**config.mk**
```make
export PLATFORM = sky130hd
export DESIGN_NAME = sensor_responder
export DESIGN_NICKNAME = d
export VERILOG_FILES = /design/src/rtl/sensor_responder.sv
export SDC_FILE = /design/constraint.sdc
export NUM_CORES = 1
export LEC_CHECK = 0
export ABC_AREA = 1
export CORE_MARGIN = 8
export CORE_UTILIZATION = 56
export DETAILED_ROUTE_END_ITERATION = 10
export PLACE_DENSITY = 0.8
export REMOVE_ABC_BUFFERS = 1
export SLEW_MARGIN = 20
export SYNTH_ARGS = -nofsm -noshare
export SYNTH_HDL_FRONTEND = slang
export SYNTH_SLANG_ARGS = --single-unit
```
**constraint.sdc**
```tcl
create_clock -name clock -period 2.2 [get_ports clock]
set_input_delay 0.22 -clock clock [delete_from_list [all_inputs] [get_ports clock]]
set_output_delay 0.22 -clock clock [all_outputs]
set_load 0.02 [all_outputs]
```
**src/rtl/sensor_responder.sv**
```systemverilog
`default_nettype none
// +----------------------------------------------------------------------------+
// | sensor_responder                                                           |
// | Polled-UART sensor node: decodes a poll byte and replies data + CRC-8.     |
// | Optional: SENSOR_RESPONDER_FAULT_INJECT_EN adds a fault_inject port.       |
// | Rev 1.0 - initial release                                                  |
// +----------------------------------------------------------------------------+
module sensor_responder #(
    parameter int         ADDR       = 1,
    parameter int         TURNAROUND = 16,
    parameter logic [7:0] CRC_POLY   = 8'h07
) (
    input  logic       clock,
    input  logic       reset,
    input  logic [7:0] rx_data,
    input  logic       rx_rdy,
    output logic       rx_rdy_clr,
    output logic [7:0] tx_din,
    output logic       tx_wr_en,
    input  logic       tx_busy,
    input  logic [7:0] sample,
    input  logic       alarm_in,
    output logic       alarm_latched,
`ifdef SENSOR_RESPONDER_FAULT_INJECT_EN
    input  logic       fault_inject,
`endif
    output logic       busy
);

    localparam int                 c_cnt_w     = (TURNAROUND > 1) ? $clog2(TURNAROUND) : 1;
    localparam logic [c_cnt_w-1:0] c_turn_last = c_cnt_w'(TURNAROUND - 1);
    localparam logic [2:0]         c_addr      = 3'(ADDR);

    typedef enum logic [2:0] {
        S_IDLE      = 3'd0,
        S_DECODE    = 3'd1,
        S_TURN      = 3'd2,
        S_SEND_DATA = 3'd3,
        S_WAIT_DATA = 3'd4,
        S_SEND_CRC  = 3'd5,
        S_WAIT_CRC  = 3'd6
    } state_t;

    state_t             r_state;
    logic [2:0]         r_addr;
    logic [c_cnt_w-1:0] r_cnt;
    logic [7:0]         r_dhold;
    logic [7:0]         r_chold;
    logic               r_seen_busy;

    logic [7:0]         w_crc;
    logic [7:0]         w_fault_mask;
    logic [7:0]         w_chold;
    logic               w_unused_rx_hi;

    function automatic logic [7:0] crc8(input logic [7:0] d);
        logic [7:0] c;
        c = d;
        for (int i = 0; i < 8; i++) begin
            c = c[7] ? ((c << 1) ^ CRC_POLY) : (c << 1);
        end
        return c;
    endfunction

`ifdef SENSOR_RESPONDER_FAULT_INJECT_EN
    assign w_fault_mask = fault_inject ? 8'h01 : 8'h00;
`else
    assign w_fault_mask = 8'h00;
`endif

    // An inverted CRC marks an alarm frame rather than a corrupt one.
    assign w_crc          = crc8(sample);
    assign w_chold        = w_crc ^ {8{alarm_latched}} ^ w_fault_mask;
    assign w_unused_rx_hi = ^rx_data[7:3];
    assign busy           = (r_state != S_IDLE);

    always_ff @(posedge clock) begin
        if (reset) begin
            r_state       <= S_IDLE;
            r_addr        <= 3'd0;
            r_cnt         <= '0;
            r_dhold       <= 8'h00;
            r_chold       <= 8'h00;
            r_seen_busy   <= 1'b0;
            rx_rdy_clr    <= 1'b0;
            tx_din        <= 8'h00;
            tx_wr_en      <= 1'b0;
            alarm_latched <= 1'b0;
        end else begin
            rx_rdy_clr <= 1'b0;
            tx_wr_en   <= 1'b0;

            if (alarm_in) begin
                alarm_latched <= 1'b1;
            end else if (r_state == S_DECODE && r_addr == 3'd0) begin
                alarm_latched <= 1'b0;
            end

            // Bytes arriving mid-reply are acknowledged and dropped.
            if (r_state != S_IDLE) begin
                rx_rdy_clr <= rx_rdy & ~rx_rdy_clr;
            end

            case (r_state)
                S_IDLE: begin
                    if (rx_rdy && !rx_rdy_clr) begin
                        rx_rdy_clr <= 1'b1;
                        r_addr     <= rx_data[2:0];
                        r_state    <= S_DECODE;
                    end
                end
                S_DECODE: begin
                    if (r_addr == c_addr) begin
                        r_dhold <= sample;
                        r_chold <= w_chold;
                        r_cnt   <= '0;
                        r_state <= S_TURN;
                    end else begin
                        r_state <= S_IDLE;
                    end
                end
                S_TURN: begin
                    // The last turnaround cycle issues the data byte directly so
                    // the first write lands exactly TURNAROUND cycles after decode.
                    if (r_cnt == c_turn_last) begin
                        if (!tx_busy) begin
                            tx_din   <= r_dhold;
                            tx_wr_en <= 1'b1;
                            r_state  <= S_WAIT_DATA;
                        end else begin
                            r_state  <= S_SEND_DATA;
                        end
                    end else begin
                        r_cnt <= r_cnt + 1'b1;
                    end
                end
                S_SEND_DATA: begin
                    if (!tx_busy) begin
                        tx_din   <= r_dhold;
                        tx_wr_en <= 1'b1;
                        r_state  <= S_WAIT_DATA;
                    end
                end
                S_WAIT_DATA: begin
                    if (tx_busy) begin
                        r_seen_busy <= 1'b1;
                    end else if (r_seen_busy) begin
                        r_seen_busy <= 1'b0;
                        r_state     <= S_SEND_CRC;
                    end
                end
                S_SEND_CRC: begin
                    if (!tx_busy) begin
                        tx_din   <= r_chold;
                        tx_wr_en <= 1'b1;
                        r_state  <= S_WAIT_CRC;
                    end
                end
                S_WAIT_CRC: begin
                    if (tx_busy) begin
                        r_seen_busy <= 1'b1;
                    end else if (r_seen_busy) begin
                        r_seen_busy <= 1'b0;
                        r_state     <= S_IDLE;
                    end
                end
                default: r_state <= S_IDLE;
            endcase
        end
    end

endmodule
`default_nettype wire

```
==> qor.txt <==
CTS max path bufs: 2
post-synthesis mux area share: 0
post-synthesis adder-cell area fraction: 0.00642
Area Overhead vs Synth: 19.1%
hold_ws: 445 ps
global-route wire length before repair: 6780 um
CP Max Fanout: 5
WP data required: 1980 ps
Setup crit start: r_state[1]
power per cell area: 1010 nW/um2
fin util: 0.696
CTS tree: built
DR WL/cell: 12.1 um
Ports: 33
Net Sw Frac: 0.393
worst r2r dst: tx_din[6]
CP Buf/Inv Count: 1
nets@finish: 307
chip width: 75 um
Clock transition at path regs: 120 ps
gr ovfl total: 0
die area: 5630 um2
Total Routed Length: 4020 um
largest net degree at the start of global routing: 24
vias in the first global route: 1626
VDD IR-drop max: 0.000681 V
post-detail-place hpwl: 2920 um
H-Tree Level Count: 2
Logic pwr share: 0.421
fin crit share: 0.868
PortBufs: 27
crit-path leading delay family: buffers and inverters
height of the die: 75 um
crit path time final: 1910 ps
Synth Area in Compound Gates: 0.146
Arr. time, crit path: 1690 ps
CTS buffer count: 5
antenna violations before repair: 0
synthesis-stage register bit count: 38
Crit path depth: 3
XOR/XNOR Fraction of Synth Area: 0.0764
slowest CP cell: clkdlybuf4s50_1
simple-gate area share of the yosys netlist: 0.296
largest family of logic cells by synthesized area: simple AND/OR/NAND/NOR gates
Antenna diodes: 0
Ys Warns: 0
Cell Int Power: 1.43 mW
slowest stage delay, CP: 630 ps
flop2flop setup slack: 790 ps
via count: 1683
maximum capacitance violations: 0
Via density: 5.07
worst hold start: rx_data[1]
CTS Root Cell: clkbuf_4
critical path class: flop to primary output
Slew HR: 0.722
Initial Util: 0.584
FILL cells: 313
Pleak: 0.906 nW
global-route usage over all layers: 0.155
cts repair resizes: 0
Sink Count: 38
Finished Layout Cells: 332
fraction of layout instances using a drive strength above 1: 0.119
sequential power share: 0.374
post-synthesis sequential area ratio: 0.390
Layout Skew: 8.44 ps
CP Launch Type: flop
Post-Place Cell Area: 2240 um2
status: finished clean
CP cell instances: nor2_1 -> nand2_1 -> clkdlybuf4s50_1
placed insts: 324
Core Footprint: 3340 um2
Gate Count Post-Synth: 257
reg-to-reg startpoint: r_state[2]
Starting DRT DRC Count: 92
endpoint class of the critical path: primary output
Initial DRT Pass Iterations: 5
setup TNS: 0 ps
Fin. Hold Viols: 0
site row count: 21
reg2reg path depth: 7
Distinct cells, synth: 31
Fmax: 0.524 GHz
Pins Over Slew Limit: 0
Worst-Skew Late Latency: 350 ps
final-report setup violation count: 0
RSZ-0062 raised after global routing: false
WHS Endpoint: r_addr[1]
placer's final routability congestion estimate: 0.863
Hold Crit Class: primary input to flop
mean post-synth cell area: 7.59 um2
Post-Syn Area: 1950 um2
Final Instance Area: 2320 um2
Post-CTS Setup Inserts: 0
Post-CTS Hold Buffers: 0
antenna viol nets, final: 0
Worst Tran Pin Value: 416 ps
drc violations: 0
P_sw: 0.925 mW
part of the power in the clock network: 0.205
hold path depth: 3
-- power groups by stage --
stage               registers, mW  clock network (mW)  logic (mW)
floorplan                   0.955                   0       0.642
global placement            0.888                   0       0.967
detailed placement          0.894                   0       0.991
CTS                         0.878               0.493       0.995
global route                0.894               0.517        1.10
finish                      0.879               0.483       0.990
-- registers in the layout (all words and copies together) (netlist names), 3 cells and up --
name     flops
r_addr       3
r_chold      8
r_cnt        4
r_dhold      8
r_state      3
tx_din       8
-- per-layer routing --
layer  global-route usage  vias to the layer above  part of all wire  routed length, um
met5                    0                        -                 0                  0
met4               0.0783                        0             0.017                 70
met3               0.0306                        7             0.056                225
met2                0.269                       44              0.49               1980
met1                0.176                      749              0.43               1750
li1                     -                      883                 -                  -
-- cells by family (layout without fill, tap and decap cells) --
family / Yosys count / after routing
fa+ha+maj: 1 / 1
buf+inv: 34 / 63
flops: 38 / 38
xor+xnor: 17 / 17
compound gates: 56 / 56
simple gates: 111 / 111
-- how the worst max path moves through the flow --
stage / end / slack, ps
after floorplan: tx_din[6] / 850
after global placement: r_chold[3] / 640
after detailed placement: r_chold[1] / 610
after CTS: busy / 290
after global routing: busy / 250
final: busy / 290
-- per-stage QoR --
| stage | power [mW] | setup WS [ps] |
|---|---|---|
| 5_1_grt | 2.51 | 252 |
| 3_5_place_dp | 1.88 | 612 |
| 4_1_cts | 2.37 | 293 |
| 2_1_floorplan | 1.60 | 852 |
| 3_3_place_gp | 1.85 | 643 |
| 6_report | 2.35 | 291 |
-- cell usage in the layout (no fill, tap or decap), types with 2 or more instances in the layout --
cell type and count:
nand3_2 3, nand2_2 2, nor2_4 2, inv_1 19, o21ai_0 32, nand2_1 42
dfxtp_1 38, nor2_1 40, clkbuf_4 5, nand2_4 2, a21oi_1 17, xnor2_1 9
nor3_1 2, nand3_1 10, buf_4 4, o21ai_1 6, xor2_1 8, nand3_4 3
clkdlybuf4s50_1 27, inv_2 3, clkinvlp_4 2
-- Yosys cell counts --
library cell / n / area, um2
nand2_1: 42 / 158
nor2_1: 40 / 150
dfxtp_1: 38 / 761
o21ai_0: 32 / 160
inv_1: 19 / 71.3
a21oi_1: 17 / 85.1
nand3_1: 10 / 50.1
xnor2_1: 9 / 78.8
xor2_1: 8 / 70.1
o21ai_1: 6 / 30.0
buf_4: 4 / 30.0
inv_2: 3 / 11.3
nand3_2: 3 / 30.0
nand3_4: 3 / 52.6
buf_6: 2 / 22.5
clkbuf_1: 2 / 7.51
nand2_2: 2 / 12.5
nand2_4: 2 / 22.5
nor2_4: 2 / 22.5
nor3_1: 2 / 10.0
a21oi_2: 1 / 8.76
and3_1: 1 / 6.26
buf_1: 1 / 3.75
buf_2: 1 / 5.00
clkinv_4: 1 / 8.76
ha_1: 1 / 12.5
inv_4: 1 / 6.26
nand2_8: 1 / 20.0
nor2_2: 1 / 6.26
nor2_8: 1 / 20.0
nor3_4: 1 / 16.3
-- worst register-to-register path, stage by stage, from the launching register on --
cell,delay [ps]
dfxtp_1,370
buf_4,200
nand3_4,210
nand2_1,170
nand3_4,130
inv_2,140
nor2_1,60
nor2_1,90
-- layout make-up --
class | count | area [um2] | share of cell area
clock buffers | 5 | 37.5 | 0.0162
repair buffers | 31 | 300 | 0.129
well taps | 46 | 57.6 | 0.0248
clock inverters | 3 | 45.0 | 0.0194
multi-input cells | 185 | 1020 | 0.440
inverters | 24 | 97.6 | 0.0420
flip-flops and latches | 38 | 761 | 0.328
(Power assumes the default switching activity.)
